<file path="config.mk">
export PLATFORM = sky130hd
export DESIGN_NAME = reg_bank_arbiter
export DESIGN_NICKNAME = d
export VERILOG_FILES = /design/src/rtl/reg_bank_arbiter.sv
export SDC_FILE = /design/constraint.sdc
export NUM_CORES = 1
export LEC_CHECK = 0
export ABC_CLOCK_PERIOD_IN_PS = 1800
export BUFFER_PORTS_ARGS = -buffer_cell sky130_fd_sc_hd__buf_4
export CAP_MARGIN = 20
export CORE_ASPECT_RATIO = 1.4
export CORE_MARGIN = 2
export CORE_UTILIZATION = 43
export CTS_CLUSTER_SIZE = 28
export DETAILED_ROUTE_END_ITERATION = 6
export PLACE_DENSITY = 0.85
export SLEW_MARGIN = 20
export SYNTH_ARGS = -nofsm -noshare
export SYNTH_HDL_FRONTEND = slang
export SYNTH_SLANG_ARGS = --single-unit
</file>
<file path="constraint.sdc">
create_clock -name clk -period 1.8 [get_ports clk]
set_clock_uncertainty 0.2 [all_clocks]
set_input_delay 0.27 -clock clk [delete_from_list [all_inputs] [get_ports clk]]
set_output_delay 0.27 -clock clk [all_outputs]
set_load 0.01 [all_outputs]
</file>
<file path="src/rtl/reg_bank_arbiter.sv">
// reg_bank_arbiter: round-robin sharing of one register-bank port between port A (SPI side) and port B (I2C side).
module reg_bank_arbiter #(
    parameter int ADDR_W     = 8,
    parameter int DATA_W     = 8,
    parameter int RD_LATENCY = 1
) (
    input  logic              clk,
    input  logic              rst_n,
    input  logic              ena_i,
    input  logic              a_req_i,
    input  logic              a_wr_i,
    input  logic [ADDR_W-1:0] a_addr_i,
    input  logic [DATA_W-1:0] a_wdata_i,
    output logic              a_ack_o,
    output logic [DATA_W-1:0] a_rdata_o,
    input  logic              b_req_i,
    input  logic              b_wr_i,
    input  logic [ADDR_W-1:0] b_addr_i,
    input  logic [DATA_W-1:0] b_wdata_i,
    output logic              b_ack_o,
    output logic [DATA_W-1:0] b_rdata_o,
    output logic [ADDR_W-1:0] bank_addr_o,
    output logic [DATA_W-1:0] bank_wdata_o,
    output logic              bank_we_o,
    output logic              bank_re_o,
    input  logic [DATA_W-1:0] bank_rdata_i,
    output logic              busy_o,
    output logic              grant_id_o
);
    typedef enum logic [1:0] {IDLE, ISSUE, WAIT, DONE} state_t;
    state_t            state_q;
    logic              dir_q, grant_q, prio_b_q, we_q, re_q, a_ack_q, b_ack_q;
    logic [1:0]        cnt_q;
    logic [ADDR_W-1:0] addr_q;
    logic [DATA_W-1:0] wdata_q, a_rdata_q, b_rdata_q;
    logic              win_b_d, wr_d;
    // B wins outright when alone, or on a tie when A was granted last
    assign win_b_d = b_req_i & (~a_req_i | prio_b_q);
    assign wr_d    = win_b_d ? b_wr_i : a_wr_i;
    always_ff @(posedge clk or negedge rst_n) begin
        if (!rst_n) begin
            state_q   <= IDLE;
            dir_q     <= 1'b0;
            grant_q   <= 1'b0;
            prio_b_q  <= 1'b0;
            we_q      <= 1'b0;
            re_q      <= 1'b0;
            a_ack_q   <= 1'b0;
            b_ack_q   <= 1'b0;
            cnt_q     <= '0;
            addr_q    <= '0;
            wdata_q   <= '0;
            a_rdata_q <= '0;
            b_rdata_q <= '0;
        end else begin
            we_q    <= 1'b0;
            re_q    <= 1'b0;
            a_ack_q <= 1'b0;
            b_ack_q <= 1'b0;
            case (state_q)
                IDLE: if (ena_i && (a_req_i || b_req_i)) begin
                    state_q  <= ISSUE;
                    grant_q  <= win_b_d;
                    prio_b_q <= ~win_b_d;
                    dir_q    <= wr_d;
                    we_q     <= wr_d;
                    re_q     <= ~wr_d;
                    addr_q   <= win_b_d ? b_addr_i : a_addr_i;
                    wdata_q  <= win_b_d ? b_wdata_i : a_wdata_i;
                end
                ISSUE: begin
                    state_q <= dir_q ? DONE : WAIT;
                    cnt_q   <= 2'(RD_LATENCY - 1);
                    a_ack_q <= dir_q & ~grant_q;
                    b_ack_q <= dir_q & grant_q;
                end
                WAIT: if (cnt_q == 2'd0) begin
                    state_q <= DONE;
                    a_ack_q <= ~grant_q;
                    b_ack_q <= grant_q;
                    if (grant_q) b_rdata_q <= bank_rdata_i;
                    else a_rdata_q <= bank_rdata_i;
                end else begin
                    cnt_q <= cnt_q - 2'd1;
                end
                DONE: state_q <= IDLE;
            endcase
        end
    end
    assign a_ack_o      = a_ack_q;
    assign b_ack_o      = b_ack_q;
    assign a_rdata_o    = a_rdata_q;
    assign b_rdata_o    = b_rdata_q;
    assign bank_addr_o  = addr_q;
    assign bank_wdata_o = wdata_q;
    assign bank_we_o    = we_q;
    assign bank_re_o    = re_q;
    assign busy_o       = state_q != IDLE;
    assign grant_id_o   = grant_q;
endmodule

</file>
# [Yosys cells after proc, flatten, opt, wreduce, memory -nomap -nowiden]
# Cells that the tools add are included.
[classes] addsub=1 mul=0 div=0 magnitude_cmp=0 n_eq_ne=6 n_shift=0 muxes=17 n_bitwise=8 n_reduce_logical=11
[ops] op="$mux 8" count=2
[ops] op="$mux 1" count=8
[ops] op="$pmux 2 s4" count=1
[ops] op="$mux 2" count=3
[ops] op="$ne 2x2->1 const B" count=3
[ops] op="$reduce_and 2->1" count=3
[ops] op="$reduce_and 3->1" count=2
[ops] op="$eq 2x2->1 const B" count=2
[ops] op="$logic_not 2->1" count=2
[ops] op="$not 1->1" count=4
[ops] op="$pmux 1 s2" count=2
[ops] op="$pmux 2 s2" count=1
[ops] op="$reduce_bool 2->1" count=2
[ops] op="$and 1x1->1" count=3
[ops] op="$eq 2x1->1 const B" count=1
[ops] op="$sub 2x1->2 const B" count=1
[ops] op="$logic_and 1x1->1" count=1
[ops] op="$logic_or 1x1->1" count=1
[ops] op="$or 1x1->1" count=1
[totals] ff_bits=43 latch_bits=0 ramBits=0 mem_bits_ro=0 inputBits=47 out_inout_bits=38 wordCells=56 mem_count=0

# [Logic depth before layout (Yosys ltp)]
[logic_depth] ltp_word=7 ltp_mapped=6

# [Least setup slack after synthesis]
# OpenSTA, ideal clock, no wires.
[synth_path] kind="register -> register" startpoint="register state_q[0]" endpoint="register state_q[1]" setup_time_ps=125 arrival_time_ps=1391 required_ps=1475 slack_ps=84 path_stages_with_launch=7 n_path_buf=1 synth_period_minus_slack_ps=1716 cell_sequence="dfrtp_1 -> inv_1 -> ha_1 -> buf_4 -> nor2b_1 -> a21oi_2 -> mux2_4"
[synth_via] elab_chain_len=3 word_cells_on_any_way=8 classes_between="eq/ne (5); mux (1); reduce/logical (2)"
[synth_lines] item="from (decl)" line_no="31" source="state_t state_q;"
[synth_lines] item="from (signal assigned)" line_no="72" source="state_q <= dir_q ? DONE : WAIT;"
[synth_lines] item="$eq 2x2->1 or $logic_not 2->1 (tied branches)" line_no="60" source="case (state_q)"
[synth_lines] item="$ne 2x2->1 (no line)"
[synth_lines] item="$reduce_and 2->1 (no line)"
# Several ways; a longest one is shown, not always the timed one.
# A chain may end at the register's enable or synchronous reset.

# [Final worst setup path]
[layout_path] startpoint="register state_q[1]" endpoint="output busy_o"
[layout_via] elab_chain_len=1
[layout_lines] item="$reduce_bool 2->1" line_no="98" source="assign busy_o = state_q != IDLE;"
[layout_lines] item="to (decl)" line_no="27" source="output logic busy_o,"
# No other way between the ends.

==> results.yml <==
global_routing:
  grt_overflow: 0
  first_global_vias: 1628
  grt.total_usage_pct: 18.2
  grt_max_degree: 44
  antenna_found_initial: 0
  grt_first_pass_wirelength_um: 7620
finish:
  final_layout_size_suffix_gt1_share_pct: 50.8
  diodes: 0
  stdcell_area_sq_um: 2920
  num-nets-final: 317
  areaGrowthSynthToFinish_pct: 39.8
critical_path:
  criticalPathCategory: "reg2out"
  critPathLaunchType: "flip-flop"
  cp.required_ns: 1.33
  crit_path_max_fanout: 4
  setup.worst_path.start: "state_q[1]"
  r2r_start: "cnt_q[0]"
  worstSetupEndpointType: "output port"
  cp.arrival_ns: 1.26
drt:
  vias: 1653
  finalWirelength_um: 4630
  drc_errors: 0
  drt-initial-drc-count: 73
  dr.pass1.iters: 4
  vias_per_cell: 5.01
  drt.antenna.violating_nets: 0
  wl_per_cell_um: 14.0
logic_synthesis:
  synth_warnings: 0
  synth.most_common_cell: "dfrtp_1"
  syn_area_sq_um: 2090
  synthTopCellsByCount: "dfrtp_1, nor2_1, nand3_1, mux2_4, o21ai_1"
  yosysTopAreaCell: "dfrtp_1"
  synth_top_area_share_pct: 51.4
  ys_seq_area_share_pct: 51.4
  synthTopCellsByArea: "dfrtp_1, mux2_4, a31oi_2"
  synthCells: 176
  synth-async-reset-ratio_pct: 100
  synth_area_per_cell_sq_um: 11.9
  ys.flop_type: "dfrtp_1"
  synth_edf_count: 0
  synth_fp_nets: 227
  ys_ff_latch: 43
  synth_cell_types: 28
clock_network:
  root_buffer: "clkbuf_8"
  clock_path_buffers: 2
  cts.htree.levels: 2
  clock_latency_ns: 0.29
  clk_pin_slew_ns: 0.07
  cts_buffers: 5
  cts_tree: "done"
  clkSinkCount: 43
placement:
  post_dp_cell_area_sq_um: 2800
  dp.final_hpwl_um: 3470
  portBuffers: 84
  place.gp.congestion: 0.786
  place_ws_ns: 0.0590
sta:
  holdWs_ns: 0.0187
  maxSlewHeadroom_pct: 64.0
  fin_crit_ns: 1.73
  layout_setup_ws_ns: 0.0690
  drv_slew: 0
  tightest_slew_ns: 0.540
  report.final.setup_viol: 0
  fmax_ghz: 0.578
  setup-tns-final_ns: 0
  period_share_pct: 96.2
  final_hold_viol_count: 0
flow_run:
  maxCapViolCount: 0
floorplan:
  initial_core_util_pct: 43.9
  core_area_sq_um: 4770
  fp.dieW_um: 63.0
  num_io_pins: 85
  die-area_sq_um: 5450
  die_y_um: 86.5
  rows: 30
pwr:
  powerDensity_nw_per_um2: 1630
  vdd.ir_drop.worst_mv: 0.649
  leakagePower_nw: 1.39
  p_total_mw: 4.77
worst_hold_path:
  min_path_type: "in2reg"
  min_from: "bank_rdata_i[2]"
run_status:
  run_status: "finished clean"
==> final cells by class <==
cell class / instances / area, sq um
Clock buffer: 6 / 72.6
Clock inverter: 1 / 30.0
Multi-Input combinational cell: 115 / 906
Timing Repair Buffer: 94 / 733
Fill cell: 396 / 1840
Inverter: 7 / 26.3
Sequential cell: 43 / 1080
Tap cell: 64 / 80.1
==> stage by stage <==
| step | utilization [%] | cells |
|---|---|---|
| detailed placement | 58.8 | 321 |
| global placement | 58.8 | 321 |
| CTS | 61.1 | 329 |
| floorplan | - | 176 |
| global route | 61.3 | 330 |
| finish | 61.3 | 330 |
==> final timing paths <==
| check | to | slack (ns) | cells after the start |
|---|---|---|---|
| worst max-delay path | busy_o | 0.07 | 5 |
| worst min-delay path | b_rdata_o[2] | 0.02 | 2 |
| worst max register to register | state_q[1] | 0.12 | 5 |
| worst min register to register | prio_b_q | 0.31 | 1 |
| max in group asynchronous | a_rdata_o[1] | 0.72 | 2 |
| min in group asynchronous | state_q[1] | 0.30 | 2 |
==> kinds of logic after synthesis <==
| family | after synthesis | synth area share, % |
|---|---|---|
| flip-flops | 43 | 51.4 |
| adder cells (fa/ha/maj) | 4 | 2.39 |
| buffers and inverters | 18 | 5.38 |
| AO/OA/AOI/OAI | 45 | 15.8 |
| AND/OR/NAND/NOR | 47 | 11.7 |
| multiplexers | 19 | 13.3 |
==> sequential cells by signal (all words and copies together), names as in the netlist, 2 cells and up <==
| register | flops |
|---|---|
| a_rdata_o | 8 |
| b_rdata_o | 8 |
| bank_addr_o | 8 |
| bank_wdata_o | 8 |
| cnt_q | 2 |
| state_q | 2 |
==> critical path, stage by stage, from the launching register on <==
cell and delay (ns):
dfrtp_1 0.42, inv_2 0.06, ha_1 0.19, buf_4 0.15, inv_1 0.05, buf_4 0.11
==> what timing repair did <==
action / in CTS / in global routing
setup endpoints to repair: 0 / 9
setup buffers: 0 / 1
resized for setup: 0 / 2
endpoints found under the hold margin: 43 / 0
hold buffers: 1 / 0
==> power by group <==
| group | switching, mW | internal, mW |
|---|---|---|
| clock | 0.306 | 0.407 |
| combinational | 1.01 | 1.36 |
| sequential | 0.268 | 1.42 |
==> layout by cell type (no fill, tap or decap) <==
cell type,instances
o21ai_1,12
o211a_1,1
nand2b_1,2
dlygate4sd3_1,1
a31oi_1,9
mux2_4,17
and3_1,1
nand3_1,18
nand3_4,2
dfrtp_1,43
nor2b_1,1
nand2_1,2
a21oi_2,1
bufinv_16,1
o21ai_0,8
nor2_1,19
a21boi_1,1
o21a_1,2
buf_4,91
ha_1,3
o2bb2ai_1,1
a31oi_2,10
inv_1,5
and2b_4,1
clkbuf_1,1
buf_12,2
clkbuf_8,5
ha_2,1
nor3_1,1
inv_2,2
mux2_2,2
==> layer usage <==
metal,track usage [%],share of wire (%)
met1,20.1,40
met2,32.8,52
met4,8.89,2.0
met3,4.16,5.9
met5,0,0
(Power assumes the default switching activity.)
